`config.mk`:
```
export PLATFORM = sky130hd
export DESIGN_NAME = kamikaze_muldiv_ctrl
export DESIGN_NICKNAME = d
export VERILOG_FILES = /design/src/rtl/kamikaze_muldiv_ctrl.sv
export SDC_FILE = /design/constraint.sdc
export NUM_CORES = 1
export LEC_CHECK = 0
export BUFFER_PORTS_ARGS = -buffer_cell sky130_fd_sc_hd__buf_4
export CAP_MARGIN = 20
export CORE_MARGIN = 2
export CORE_UTILIZATION = 30
export CTS_CLUSTER_SIZE = 16
export DETAILED_ROUTE_END_ITERATION = 12
export SETUP_SLACK_MARGIN = 0.05
export SYNTH_ARGS = -nofsm -noshare
export SYNTH_HDL_FRONTEND = slang
export SYNTH_SLANG_ARGS = --single-unit
```
`constraint.sdc`:
```
create_clock -name clk_i -period 3.45 [get_ports clk_i]
set_input_delay 0.69 -clock clk_i [delete_from_list [all_inputs] [get_ports clk_i]]
set_output_delay 0.69 -clock clk_i [all_outputs]
set_load 0.005 [all_outputs]
```
`src/rtl/kamikaze_muldiv_ctrl.sv`:
```
// kamikaze_muldiv_ctrl: iterative RV32M multiply/divide unit, one bit per cycle.
// The divider datapath is built only when KAMIKAZE_MULDIV_DIV_EN is defined.
module kamikaze_muldiv_ctrl #(
  parameter int WIDTH = 32
) (
  input  logic             clk_i,
  input  logic             rst_i,
  input  logic             start_i,
  input  logic [2:0]       op_i,
  input  logic [WIDTH-1:0] op1_i,
  input  logic [WIDTH-1:0] op2_i,
  input  logic [4:0]       rd_i,
  input  logic             rf_rd_we_i,
  output logic             busy_o,
  output logic             stall_o,
  output logic             done_o,
  output logic [WIDTH-1:0] result_o,
  output logic [4:0]       rf_rd_o,
  output logic             rf_rd_we_o
);

  localparam int W2 = 2 * WIDTH;
  localparam logic [1:0] IDLE = 2'd0;
  localparam logic [1:0] CALC = 2'd1;
  localparam logic [1:0] FIX  = 2'd2;
  localparam logic [1:0] DONE = 2'd3;
  localparam logic [5:0] STEPS = 6'd32;

  logic [1:0]       state;
  logic [5:0]       count;
  logic [W2-1:0]    acc;
  logic [WIDTH-1:0] opnd;
  logic             neg;
  logic             hi;
  logic [4:0]       rd_q;
  logic             we_q;

  logic             sgn1;
  logic             sgn2;
  logic [WIDTH-1:0] mag1;
  logic [WIDTH-1:0] mag2;
  logic [WIDTH:0]   mul_sum;
  logic [W2-1:0]    mul_next;
  logic [W2-1:0]    prod;
  logic [WIDTH-1:0] fix_res;

  always_comb begin
    sgn1 = 1'b0;
    sgn2 = 1'b0;
    unique case (op_i)
      3'b000, 3'b001, 3'b100, 3'b110: begin
        sgn1 = op1_i[WIDTH-1];
        sgn2 = op2_i[WIDTH-1];
      end
      3'b010: sgn1 = op1_i[WIDTH-1];
      default: ;
    endcase
  end

  assign mag1 = sgn1 ? -op1_i : op1_i;
  assign mag2 = sgn2 ? -op2_i : op2_i;

  // Shift-add: high half accumulates, low half holds the shrinking multiplier.
  assign mul_sum  = {1'b0, acc[W2-1:WIDTH]}
                  + (acc[0] ? {1'b0, opnd} : {(WIDTH+1){1'b0}});
  assign mul_next = {mul_sum, acc[WIDTH-1:1]};
  assign prod     = neg ? -acc : acc;

`ifdef KAMIKAZE_MULDIV_DIV_EN
  logic             is_div;
  logic             is_rem;
  logic             div_zero;
  logic             div_ovf;
  logic [WIDTH:0]   div_diff;
  logic [W2-1:0]    div_next;
  logic [WIDTH-1:0] div_part;

  assign div_zero = (op2_i == '0);
  assign div_ovf  = !op_i[0] && &op2_i
                 && (op1_i == {1'b1, {(WIDTH-1){1'b0}}});
  // Restoring step: remainder in the high half, quotient bits shift in low.
  assign div_diff = acc[W2-1:WIDTH-1] - {1'b0, opnd};
  assign div_next = div_diff[WIDTH]
                  ? {acc[W2-2:0], 1'b0}
                  : {div_diff[WIDTH-1:0], acc[WIDTH-2:0], 1'b1};
  assign div_part = is_rem ? acc[W2-1:WIDTH] : acc[WIDTH-1:0];
`endif

  always_comb begin
    fix_res = hi ? prod[W2-1:WIDTH] : prod[WIDTH-1:0];
`ifdef KAMIKAZE_MULDIV_DIV_EN
    if (is_div) fix_res = neg ? -div_part : div_part;
`endif
  end

  always_ff @(posedge clk_i) begin
    if (rst_i) begin
      state    <= IDLE;
      count    <= '0;
      acc      <= '0;
      opnd     <= '0;
      neg      <= 1'b0;
      hi       <= 1'b0;
      rd_q     <= '0;
      we_q     <= 1'b0;
      result_o <= '0;
      rf_rd_o  <= '0;
`ifdef KAMIKAZE_MULDIV_DIV_EN
      is_div   <= 1'b0;
      is_rem   <= 1'b0;
`endif
    end else begin
      unique case (state)
        IDLE: if (start_i) begin
          state <= CALC;
          count <= STEPS;
          acc   <= {{WIDTH{1'b0}}, mag1};
          opnd  <= mag2;
          neg   <= sgn1 ^ sgn2;
          hi    <= (op_i[1:0] != 2'b00);
          rd_q  <= rd_i;
          we_q  <= rf_rd_we_i;
`ifdef KAMIKAZE_MULDIV_DIV_EN
          is_div <= op_i[2];
          is_rem <= op_i[1];
          if (op_i[2]) begin
            // Remainder takes the dividend's sign only.
            if (op_i[1]) neg <= sgn1;
            // Fixed-result cases park the answer in acc and bypass CALC.
            if (div_zero || div_ovf) begin
              state  <= FIX;
              count  <= '0;
              is_div <= 1'b0;
              neg    <= 1'b0;
              hi     <= 1'b0;
              if (div_zero)
                acc <= {{WIDTH{1'b0}},
                        op_i[1] ? op1_i : {WIDTH{1'b1}}};
              else
                acc <= {{WIDTH{1'b0}},
                        op_i[1] ? {WIDTH{1'b0}} : op1_i};
            end
          end
`else
          if (op_i[2]) begin
            state <= FIX;
            count <= '0;
            acc   <= '0;
            neg   <= 1'b0;
            hi    <= 1'b0;
            we_q  <= 1'b0;
          end
`endif
        end
        CALC: begin
          count <= count - 6'd1;
`ifdef KAMIKAZE_MULDIV_DIV_EN
          acc <= is_div ? div_next : mul_next;
`else
          acc <= mul_next;
`endif
          if (count == 6'd1) state <= FIX;
        end
        FIX: begin
          result_o <= fix_res;
          rf_rd_o  <= rd_q;
          state    <= DONE;
        end
        DONE: state <= IDLE;
        default: state <= IDLE;
      endcase
    end
  end

  assign busy_o     = (state != IDLE);
  assign done_o     = (state == DONE);
  assign rf_rd_we_o = done_o & we_q;
  assign stall_o    = start_i & ~done_o;

endmodule

```
# Yosys cells after proc, flatten, opt, wreduce, memory -nomap -nowiden
# Index checks and enable logic that the tools add are counted.
[word_totals]
register_bits = 149
input_bits = 76
elab_cells = 59
[classes]
n_addsub = 5
eq_ne = 10
n_mux = 20
n_bitwise = 4
reduce_logical = 10
[op_table]
columns = ["operator", "count"]
rows = [
  ["32-bit two-way mux", 5],
  ["64-bit two-way mux", 2],
  ["64-bit case mux with 2 select lines", 1],
  ["32-bit negation", 2],
  ["64-bit negation", 1],
  ["32-bit by 32-bit adder with 33-bit output", 1],
  ["6-bit two-way mux", 2],
  ["6-bit case mux with 2 select lines", 1],
  ["2-bit case mux with 4 select lines", 1],
  ["3-bit == test (second input constant)", 2],
  ["6-bit by 1-bit == test with 1-bit output (second input constant)", 1],
  ["2-bit two-way mux", 3],
  ["2-bit AND reduction", 3],
  ["2-bit nonzero test", 3],
  ["6-bit by 1-bit subtractor with 6-bit output (second input constant)", 1],
  ["1-bit two-way mux", 5],
  ["5-bit OR reduction", 1],
  ["2-bit == test (second input constant)", 2],
  ["2-bit != test (second input constant)", 2],
  ["4-bit OR reduction", 1],
  ["3-bit by 1-bit == test with 1-bit output (second input constant)", 1],
  ["3-bit by 2-bit == test with 1-bit output (second input constant)", 1],
  ["3-bit zero test", 1],
  ["1-bit AND", 2],
  ["other kinds (4)", 4],
]

# Logic depth before layout (Yosys ltp)
# Gate-level depths: netlist of run 1.
[logic_depth]
ltp_word = 7
ltp_mapped = 13
depth_no_buf = 11

# Worst setup path after synthesis of run 1
# OpenSTA, ideal clock, no wires.
[synth_path]
path_type = "flip-flop to flip-flop"
start = "register acc[0]"
end = "register acc[61]"
t_arrival_ns = 3.023
path_slack_ns = 0.305
stages_incl_launch_ff = 14
period_less_slack_ns = 3.145
cell_sequence = "dfxtp_1 -> clkbuf_1 -> clkbuf_1 -> and2_1 -> ha_1 -> inv_1 -> fa_1 -> nor2b_1 -> o2111ai_1 -> a31oi_1 -> a31oi_1 -> o31ai_1 -> mux2i_1 -> nand3_1"
[synth_between]
elab_chain_len = 3
[synth_rtl]
columns = ["item", "line_no", "text"]
rows = [
  ["from (decl)", "31", "logic [W2-1:0] acc;"],
  ["from (signal assigned)", "117", "acc <= {{WIDTH{1'b0}}, mag1};"],
  ["from (signal assigned)", "160", "acc <= mul_next;"],
  ["32-bit two-way mux", "65", "+ (acc[0] ? {1'b0, opnd} : {(WIDTH+1){1'b0}});"],
  ["32-bit by 32-bit adder with 33-bit output", "65", ""],
  ["64-bit case mux with 2 select lines", "113", "unique case (state)"],
]
# Every way passes these cells.
# A chain may end at the register's enable or synchronous reset.

# Final worst setup path of run 1
# Ends and elaborated chain as after synthesis.

==> reports/results.tsv, run 1 <==
stage	metric	value	unit
cts	Post-CTS Resized	0	
drt	TritonRoute pass-1 iters	8	
final_layout	Final Core Density	36.43	%
final_layout	share of layout cells above drive strength 1	15.21	%
cts	CTS Hold Bufs	0	
die	Die Area	0.03679	mm2
global_route	initial antenna violation count	0	
drt	wire per inst	18.33	um
logic_synthesis	fraction of registers with async set/reset	0	%
final_layout	commonest non-fill, non-tap cell in the layout	nor2_1	
power	leakage power	4.902	nW
power	Power Total	7.194	mW
logic_synthesis	synthesized flop and latch total	149	
global_route	vias in the first global route	9859	
logic_synthesis	Synth area leader	dfxtp_1	
drt	residual DRC count	0	
sta	worst relative slew slack	36.66	%
logic_synthesis	Top FF cell, synth	dfxtp_1	
final_layout	footprint of the multi-input gates	0.007151	mm2
logic_synthesis	synth top area cells	dfxtp_1 28%, nor2_1 6.5%, xnor2_1 6.4%, ha_1 4.8%, a21oi_1 4.2%	
drt	Post-DRT Antenna Nets	0	
global_route	gr ovfl total	0	
setup_path	CP required	3.77	ns
cts	Post-CTS Setup Bufs	0	
cts	Num CTS Buffers	17	
final_layout	area grow syn2layout	19.20	%
setup_path	WS Path Type	flop to flop	
sta	Setup TNS Final	0	ns
logic_synthesis	Yosys warning count	0	
placed_design	Placer Congestion	0.9354	
die	# rows	68	
sta	final-report hold violation count	0	
die	chip width	191.8	um
sta	endpoints failing setup	0	
sta	Worst-Margin Slew	0.9467	ns
die	initial core utilization	30.56	%
logic_synthesis	synthesized area per cell	7.696	um2
drt	1st-iter DRT viols	1116	
final_layout	most frequent cells in the layout	183 x nor2_1, 154 x buf_4, 148 x dfxtp_1	
cts	CTS Sinks	149	
setup_path	FF-to-FF path depth	12	
drt	vias	10710	
logic_synthesis	Mapped Cells	1375	
logic_synthesis	Seq/Total Area, Yosys	28.19	%
logic_synthesis	Mapped Area	0.01058	mm2
hold_path	Hold Crit Class	flop to flop	
cts	H-tree depth	4	
cts	clk buf depth	2	
job	MaxCap Viol Count	0	
logic_synthesis	syn_nets	1493	
power	worst vdd ir	0.0003520	V
logic_synthesis	post-synthesis cell type count	76	
setup_path	critical path startpoint category	flop	
global_route	first-pass GRT wire length	55080	um
logic_synthesis	number of synthesized flops with an enable pin	0	
setup_path	CP Capture Type	flop	
placed_design	Inst Count DP	1896	
sta	fin crit share	90.37	%
final_layout	non-filler cells in the finished layout	1928	
die	I/O pin count	117	
die	Core ar.	0.03463	mm2
placed_design	post-DP HPWL	27220	um
sta	Slew Viols, Final	0	
cts	Root Buffer	clkbuf_16	
final_layout	Reg area	0.002984	mm2
sta	Fin Hold WS	0.4529	ns
hold_path	hold depth	2	
logic_synthesis	post-synth top area share	28.19	%
cts	CTS tree	built	
drt	Routed WL	35330	um
final_layout	Final #Nets	1578	
final_layout	n_diodes	0	
run_status	outcome	finished, final reports clean	
power	cell area power density	570.3	mW/mm2
sta	min Tclk post-route	3.118	ns
die	Die Ht	191.8	um
sta	Setup Skew	0.01920	ns
global_route	largest net degree at the start of global routing	67	
sta	fmax	320.7	MHz
placed_design	Port-buffer cells	116	
final_layout	fillcell total	3585	
setup_path	top fanout value on the critical path	6	
global_route	GRT Total Usage	18.92	%
cts	clk_lat worst skew	0.44	ns
drt	Vias/cell	5.555	
sta	RSZ-0062 raised after global routing	false	
cts	Reg clk slew, reported paths	0.07	ns
setup_path	CP Data Arrival Time	3.43	ns
## flip-flops by register name, indices dropped and copies added, names as in the netlist
name,cells
count,6
rd_q,5
we_q,1
acc,64
result_o,32
hi,1
neg,1
rf_rd_o,5
opnd,32
state,2
## cell usage after synthesis (6+ instances only)
library cell	instances
a2111oi_0	6
a211o_1	6
a211oi_1	30
a21o_1	12
a21oi_1	88
a221oi_1	10
a222oi_1	26
a22oi_1	14
a311oi_1	9
a31oi_1	7
and2_1	41
and3_1	7
buf_1	6
clkbuf_1	78
dfxtp_1	149
ha_1	41
inv_1	30
mux2i_1	13
nand2_1	111
nand2b_1	10
nand3_1	35
nand4_1	17
nor2_1	183
nor3_1	44
nor4_1	13
o211ai_1	9
o21ai_0	79
o21bai_1	8
o31ai_1	31
o41ai_1	16
or2_2	8
or3_1	24
or4_1	10
xnor2_1	77
xor2_1	49
## critical path, cell delays in order, from the launching register on
cell and delay, ns:
dfxtp_1 0.46, and2_1 0.17, ha_1 0.16, inv_1 0.05
fa_1 0.40, nor2b_1 0.18, o2111ai_1 0.15, a31oi_1 0.45
a31oi_1 0.22, o31ai_1 0.30, buf_4 0.20, mux2i_1 0.18
nand3_1 0.08
## cell families after synthesis
group,count (synthesis),share of synthesized area (%)
compound gates,395,25.85
flops,149,28.19
simple gates,528,24.76
fa+ha+maj,42,5.037
xor+xnor,126,10.43
buf+inv,121,4.410
mux,14,1.336
## metrics by stage
stage	area [um2]	worst slack [ns]
final	12610	0.3322
after global routing	12610	0.08412
after detailed placement	12000	0.3510
after CTS	12610	0.3337
after floorplan	10580	0.3045
after global placement	12000	0.4520
## routing by layer
metal  part of all wire, %  vias up  global-route usage (%)  wire (um)
met2                    46      344                   30.89      16240
met5                     0        -                       0          0
met1                    46     5086                   26.37      16430
met4                   1.6        0                   5.237        570
met3                   5.9       38                   1.955       2094
li1                      -     5242                       -          -
## cell type report
cell class              instances  area share (%)
clock buffers                  19           3.591
clock inverters                13           1.280
inverters                      32          0.9522
multi-input cells            1105           56.69
flip-flops and latches        149           23.66
well taps                     455           4.513
repair buffers                155           9.324
## path summary, 6_finish.rpt
| path | to | from | slack, ns |
|---|---|---|---|
| min | opnd[31] | opnd[31] | 0.45 |
| min reg2reg | opnd[31] | opnd[31] | 0.45 |
| max reg2reg | acc[61] | acc[0] | 0.33 |
| max | acc[61] | acc[0] | 0.33 |
## report_power, final
part | leakage [nW] | switching (mW) | internal [mW] | total, mW
Sequential | 1.22 | 0.314 | 2.03 | 2.34
Combinational | 3.39 | 1.81 | 1.08 | 2.89
Clock | 0.300 | 0.839 | 1.13 | 1.97
No activity file was read; power rests on OpenSTA's default activity.
==> run 2: changes to the inputs <==
- CELL_PAD_IN_SITES_DETAIL_PLACEMENT: not set -> 2
- CELL_PAD_IN_SITES_GLOBAL_PLACEMENT: not set -> 2
- CTS_BUF_LIST: not set -> sky130_fd_sc_hd__clkbuf_2
- PLACE_DENSITY_LB_ADDON: not set -> 0.1
==> run 2 against run 1 <==
  * Final cell count up 1.4%
  * Critical path type unchanged
  * Clock power down 37%
  * Utilization down 0.31 points
  * Clock-buffer cell count down 2
  * Global-route usage up 5.0 points
  * Largest power group unchanged
  * Via count up 2.9%
  * Sequential power about the same
  * Non-clock buffer count up 26
  * Die area unchanged
==> reports/results.tsv, run 2 (same netlist as run 1, synthesis figures left out) <==
stage	metric	value	unit	change
power	Flop pwr share	34.1	%	+1.6 points
power	Pint	3.696	mW	-13%
setup_path	CP Data Arrival Time	3.87	ns	+0.44 ns
drt	Vias/cell	5.639		+1.5%
cts	CTS Sinks	149		unchanged
cts	CTS tree	built		
setup_path	Largest stage delay, worst path	0.44	ns	-0.02 ns
sta	RSZ-0062 raised after global routing	false		
sta	worst relative slew slack	46.50	%	+9.8 points
power	combinational group share of total power	47.6	%	+7.5 points
final_layout	Final #Nets	1604		+1.6%
placed_design	Inst Count DP	1916		+1.1%
cts	Num CTS Buffers	17		unchanged
placed_design	Placer Congestion	0.8546		-8.6%
final_layout	share of layout cells above drive strength 1	16.34	%	+1.1 points
final_layout	area grow syn2layout	18.17	%	
setup_path	r2r setup slk	0.33	ns	about the same
global_route	GRT Total Usage	23.94	%	+5.0 points
die	# rows	68		unchanged
final_layout	register bank with the most flops	acc		
die	Die Area	0.03679	mm2	unchanged
setup_path	critical path startpoint category	flop		
power	worst vdd ir	0.0003418	V	-2.9%
setup_path	WS Path Type	flop to flop		
global_route	gr ovfl total	0		unchanged
drt	wire per inst	22.07	um	+20%
placed_design	Placement Cell Area	0.01215	mm2	+1.3%
final_layout	Largest register FFs	64		unchanged
power	switching power total	3.080	mW	+3.9%
drt	TritonRoute pass-1 iters	7		-1
sta	Worst-Margin Slew	0.8007	ns	-0.1460 ns
setup_path	Slowest cell on crit path	dfxtp_1		
cts	clk_lat worst skew	0.84	ns	+0.40 ns
sta	Setup TNS Final	0	ns	unchanged
drt	vias	11020		+2.9%
setup_path	CP bufs+invs	1		-1
final_layout	most frequent cells in the layout	183 x nor2_1, 174 x buf_4, 148 x dfxtp_1		
final_layout	Regs by FF count	acc: 64 flops, opnd: 32 flops, result_o: 32 flops		
cts	Reg clk slew, reported paths	0.27	ns	+0.20 ns
sta	endpoints failing setup	0		unchanged
final_layout	Finished Cell Area	0.01251	mm2	-0.86%
global_route	largest net degree at the start of global routing	67		unchanged
cts	Post-CTS Setup Bufs	0		unchanged
sta	fin crit share	90.47	%	+0.094 points
job	MaxCap Viol Count	0		unchanged
hold_path	Hold Crit Class	input pin to flop		
setup_path	CP Capture Type	flop		
placed_design	post-DP HPWL	33680	um	+24%
final_layout	Final Core Density	36.11	%	-0.31 points
cts	clk buf depth	2		unchanged
die	Die Ht	191.8	um	unchanged
setup_path	CP required	4.20	ns	+0.43 ns
final_layout	non-filler cells in the finished layout	1955		+1.4%
sta	Slew Viols, Final	0		unchanged
drt	Post-DRT Antenna Nets	0		unchanged
cts	H-tree depth	4		unchanged
setup_path	top fanout value on the critical path	30		+24
die	Core ar.	0.03463	mm2	unchanged
placed_design	Port-buffer cells	116		unchanged
global_route	first-pass GRT wire length	67480	um	+23%
cts	Root Buffer	clkbuf_2		
run_status	outcome	finished, final reports clean		
setup_path	crit-path leading delay family	compound AO/OA/AOI/OAI gates		
sta	min Tclk post-route	3.121	ns	+0.003249 ns
drt	residual DRC count	0		unchanged
sta	Setup Skew	0.04050	ns	+0.02130 ns
power	cell area power density	541.8	mW/mm2	-5.0%
final_layout	commonest non-fill, non-tap cell in the layout	nor2_1		
power	Clock power frac	18.3	%	-9.1 points
sta	final-report hold violation count	0		unchanged
global_route	vias in the first global route	11430		+16%
global_route	initial antenna violation count	1		+1
power	sw frac	45.46	%	+4.3 points
die	chip width	191.8	um	unchanged
drt	1st-iter DRT viols	672		-40%
die	initial core utilization	30.56	%	unchanged
setup_path	crit-path cells	buf_4 -> and2_1 -> ha_1 -> and2_1 -> a221o_1 -> a221o_1 -> a31oi_1 -> o21ai_0 -> xnor2_1 -> o21ai_0		
sta	fmax	320.4	MHz	-0.10%
die	I/O pin count	117		unchanged
drt	Routed WL	43150	um	+22%
power	leakage power	4.898	nW	about the same
## run 2: worst paths after layout
| kind | start | end | cells past startpoint |
|---|---|---|---|
| max reg2reg | acc[0] | acc[49] | 10 |
| max | acc[0] | acc[49] | 10 |
| min reg2reg | rd_q[4] | rd_q[4] | 2 |
| min | op2_i[13] | opnd[13] | 3 |
## run 2: layer usage
metal  GRT usage, %  wire length (um)  up-vias
met5              0                 0        -
met4          6.450               924        0
met3          4.111              2028       46
met2          37.59             19110      247
met1          33.64             21080     5456
li1               -                 -     5275
## run 2: power groups by stage
stage	logic, mW	clock network (mW)	registers [mW]
after floorplan	1.98	0	2.24
after global placement	3.14	0	2.34
after detailed placement	3.21	0	2.35
after CTS	3.24	1.29	2.31
after global routing	3.55	1.36	2.35
final	3.22	1.24	2.31
## run 2: final cells by class
type,count,area (um2)
well taps,455,569.3
clock inverters,15,202.7
repair buffers,181,1386
diodes,1,2.502
multi-input cells,1105,7156
flip-flops and latches,149,2984
clock buffers,17,85.08
fillers,4046,22120
inverters,32,120.1
## run 2: what timing repair did
item,in CTS,in global routing
setup endpoints to repair,0,3
hold buffers,5,1
hold endpoints to repair,5,1
gates resized for setup,0,1
## run 2: stage by stage
stage / total power [mW] / setup slack, ns / hold slack [ns]
floorplan: 4.218 / 0.3045 / 0.4273
global placement: 5.478 / 0.2610 / 0.4349
detailed placement: 5.564 / 0.1789 / 0.4517
CTS: 6.842 / 0.1056 / 0.005063
global route: 7.259 / 0.07665 / 0.005215
finish: 6.776 / 0.3289 / 0.1038
## run 2: worst min-delay path: stages
cell      delay (ns)
buf_4           0.09
xnor2_1         0.10
a211oi_1        0.06
==> run 3: changes to the inputs <==
- BUFFER_PORTS_ARGS: -buffer_cell sky130_fd_sc_hd__buf_4 -> not set
- DONT_BUFFER_PORTS: not set -> 1
==> run 3 against run 2 <==
  * First-iteration DRC count fell by 0.89%
  * Non-clock buffer count fell by 78
  * Utilization fell by 1.4 points
  * Largest power group unchanged
  * Setup slack got worse by 0.0077 ns
  * Combinational power fell by 6.8%
  * Highest routed layer unchanged
  * Via count fell by 2.0%
  * Sequential power barely moved
  * Largest cell class unchanged
  * Power fell by 4.1%
  * Sequential share of layout area rose by 0.97 points
==> reports/results.tsv, run 3 (same netlist as run 1, synthesis figures left out) <==
stage	metric	value	unit	change
sta	Fin Hold WS	0.07604	ns	-0.02780 ns
drt	Routed WL	44000	um	+2.0%
job	MaxCap Viol Count	0		unchanged
setup_path	CP Data Arrival Time	3.90	ns	+0.03 ns
sta	final-report hold violation count	0		unchanged
drt	vias	10800		-2.0%
final_layout	most frequent cells in the layout	183 x nor2_1, 148 x dfxtp_1, 111 x nand2_1		
cts	CTS Sinks	149		unchanged
drt	Post-DRT Antenna Nets	0		unchanged
cts	H-tree depth	4		unchanged
global_route	gr ovfl total	0		unchanged
global_route	largest net degree at the start of global routing	113		+69%
setup_path	top fanout value on the critical path	6		-80%
global_route	GRT Total Usage	24.36	%	+0.42 points
sta	Worst-Margin Slew	1.045	ns	+0.2444 ns
global_route	vias in the first global route	11360		-0.64%
final_layout	area grow syn2layout	13.56	%	
final_layout	non-filler cells in the finished layout	1878		-3.9%
die	Core ar.	0.03463	mm2	unchanged
sta	fin crit share	90.69	%	+0.22 points
final_layout	footprint of the multi-input gates	0.007158	mm2	about the same
cts	Num CTS Buffers	17		unchanged
sta	Setup TNS Final	0	ns	unchanged
setup_path	critical path startpoint category	flop		
final_layout	share of layout cells above drive strength 1	8.937	%	-7.4 points
setup_path	CP Capture Type	flop		
drt	residual DRC count	0		unchanged
sta	worst relative slew slack	30.07	%	-16 points
cts	clk buf depth	2		unchanged
die	Die Ht	191.8	um	unchanged
final_layout	Regs by FF count	acc: 64 flops, opnd: 32 flops, result_o: 32 flops		
power	Power Total	6.501	mW	-4.1%
cts	clk_lat worst skew	0.90	ns	+0.06 ns
drt	wire per inst	23.43	um	+6.2%
placed_design	post-DP HPWL	32740	um	-2.8%
final_layout	fillcell total	4033		-0.32%
setup_path	FF-to-FF path depth	6		-4
global_route	first-pass GRT wire length	68060	um	+0.86%
setup_path	r2r setup slk	0.32	ns	about the same
placed_design	Port-buffer cells	0		-100%
power	leakage power	4.461	nW	-8.9%
hold_path	Hold Crit Class	input pin to flop		
final_layout	register bank with the most flops	acc		
final_layout	Reg area	0.002984	mm2	unchanged
placed_design	Inst Count DP	1796		-6.3%
drt	Vias/cell	5.752		+2.0%
cts	Post-CTS Setup Bufs	0		unchanged
setup_path	WS Path Type	flop to flop		
sta	endpoints failing setup	0		unchanged
setup_path	RR Startpoint	acc[41]		
power	worst vdd ir	0.0002882	V	-16%
sta	Setup Skew	0.04127	ns	+0.0007698 ns
sta	Slew Viols, Final	0		unchanged
cts	CTS tree	built		
final_layout	commonest non-fill, non-tap cell in the layout	nor2_1		
drt	TritonRoute pass-1 iters	5		-2
sta	min Tclk post-route	3.129	ns	+0.007681 ns
final_layout	Final Core Density	34.71	%	-1.4 points
drt	1st-iter DRT viols	666		-0.89%
cts	Root Buffer	clkbuf_2		
placed_design	Placer Congestion	0.8448		-1.1%
run_status	outcome	finished, final reports clean		
sta	fmax	319.6	MHz	-0.25%
setup_path	R2R Path End	result_o[17]		
die	I/O pin count	117		unchanged
final_layout	Largest register FFs	64		unchanged
cts	Reg clk slew, reported paths	0.27	ns	about the same
sta	RSZ-0062 raised after global routing	false		
setup_path	CP required	4.22	ns	+0.02 ns
die	chip width	191.8	um	unchanged
final_layout	Final #Nets	1526		-4.9%
global_route	initial antenna violation count	1		unchanged
hold_path	hold endpoint	acc[7]		
hold_path	Hold Crit Start	op1_i[7]		
die	# rows	68		unchanged
hold_path	hold depth	3		unchanged
die	Die Area	0.03679	mm2	unchanged
die	initial core utilization	30.56	%	unchanged
power	cell area power density	540.9	mW/mm2	-0.16%
## run 3: changes by cell type in the layout (fill, tap and decap cells not counted), sizes merged
cell / change
buf: -119
bufinv: -2
clkinv: -2
clkinvlp: +2
diode: +1
dlygate4sd3: +41
inv: +2
## run 3: repair_timing
item	CTS	global route
hold endpoints to repair	116	2
resized for setup	0	1
setup endpoints to repair	0	3
hold buffers	46	2
## run 3: worst max path at each step
stage	from	end	slack (ns)
after floorplan	acc[0]	acc[61]	0.30
after detailed placement	acc[0]	acc[61]	0.21
after global routing	acc[0]	acc[61]	0.09
after CTS	acc[0]	acc[61]	0.18
final	acc[41]	result_o[17]	0.32
after global placement	acc[0]	acc[61]	0.21
## run 3: routing by layer
layer  vias to the layer above  global-route usage (%)  wire [um]
met4                         0                   6.716        723
li1                       5123                       -          -
met3                        31                   4.531       1939
met5                         -                       0          0
met2                       195                   38.60      19690
met1                      5453                   33.69      21650
## run 3: layout make-up
| type | instances | share of cell area, % |
|---|---|---|
| inverter | 32 | 0.9995 |
| timing repair buffer | 103 | 7.683 |
| clock buffer | 17 | 0.7080 |
| multi-input combinational | 1105 | 59.56 |
| sequential | 149 | 24.83 |
| antenna | 2 | 0.04164 |
| tap | 455 | 4.737 |
| clock inverter | 15 | 1.437 |
## run 3: metrics by stage
| step | instance area [um2] | setup WS [ns] |
|---|---|---|
| floorplan | 10580 | 0.3045 |
| global placement | 11250 | 0.2140 |
| detailed placement | 11250 | 0.2143 |
| CTS | 11990 | 0.1814 |
| global route | 12020 | 0.08790 |
| finish | 12020 | 0.3212 |
## run 3: where the power goes
group / switching (mW) / leakage (nW) / total, mW / internal, mW
registers: 0.316 / 1.22 / 2.34 / 2.03
logic: 1.95 / 3.10 / 3.00 / 1.04
clock network: 0.809 / 0.144 / 1.16 / 0.354
total: 3.08 / 4.46 / 6.50 / 3.42
## run 3: worst max-delay path, stage by stage (launching register included)
cell	delay [ns]
dfxtp_1	0.47
or3_1	0.51
or2_2	0.34
or4_1	0.44
o41ai_1	0.56
xor2_1	0.25
a2111oi_0	0.45
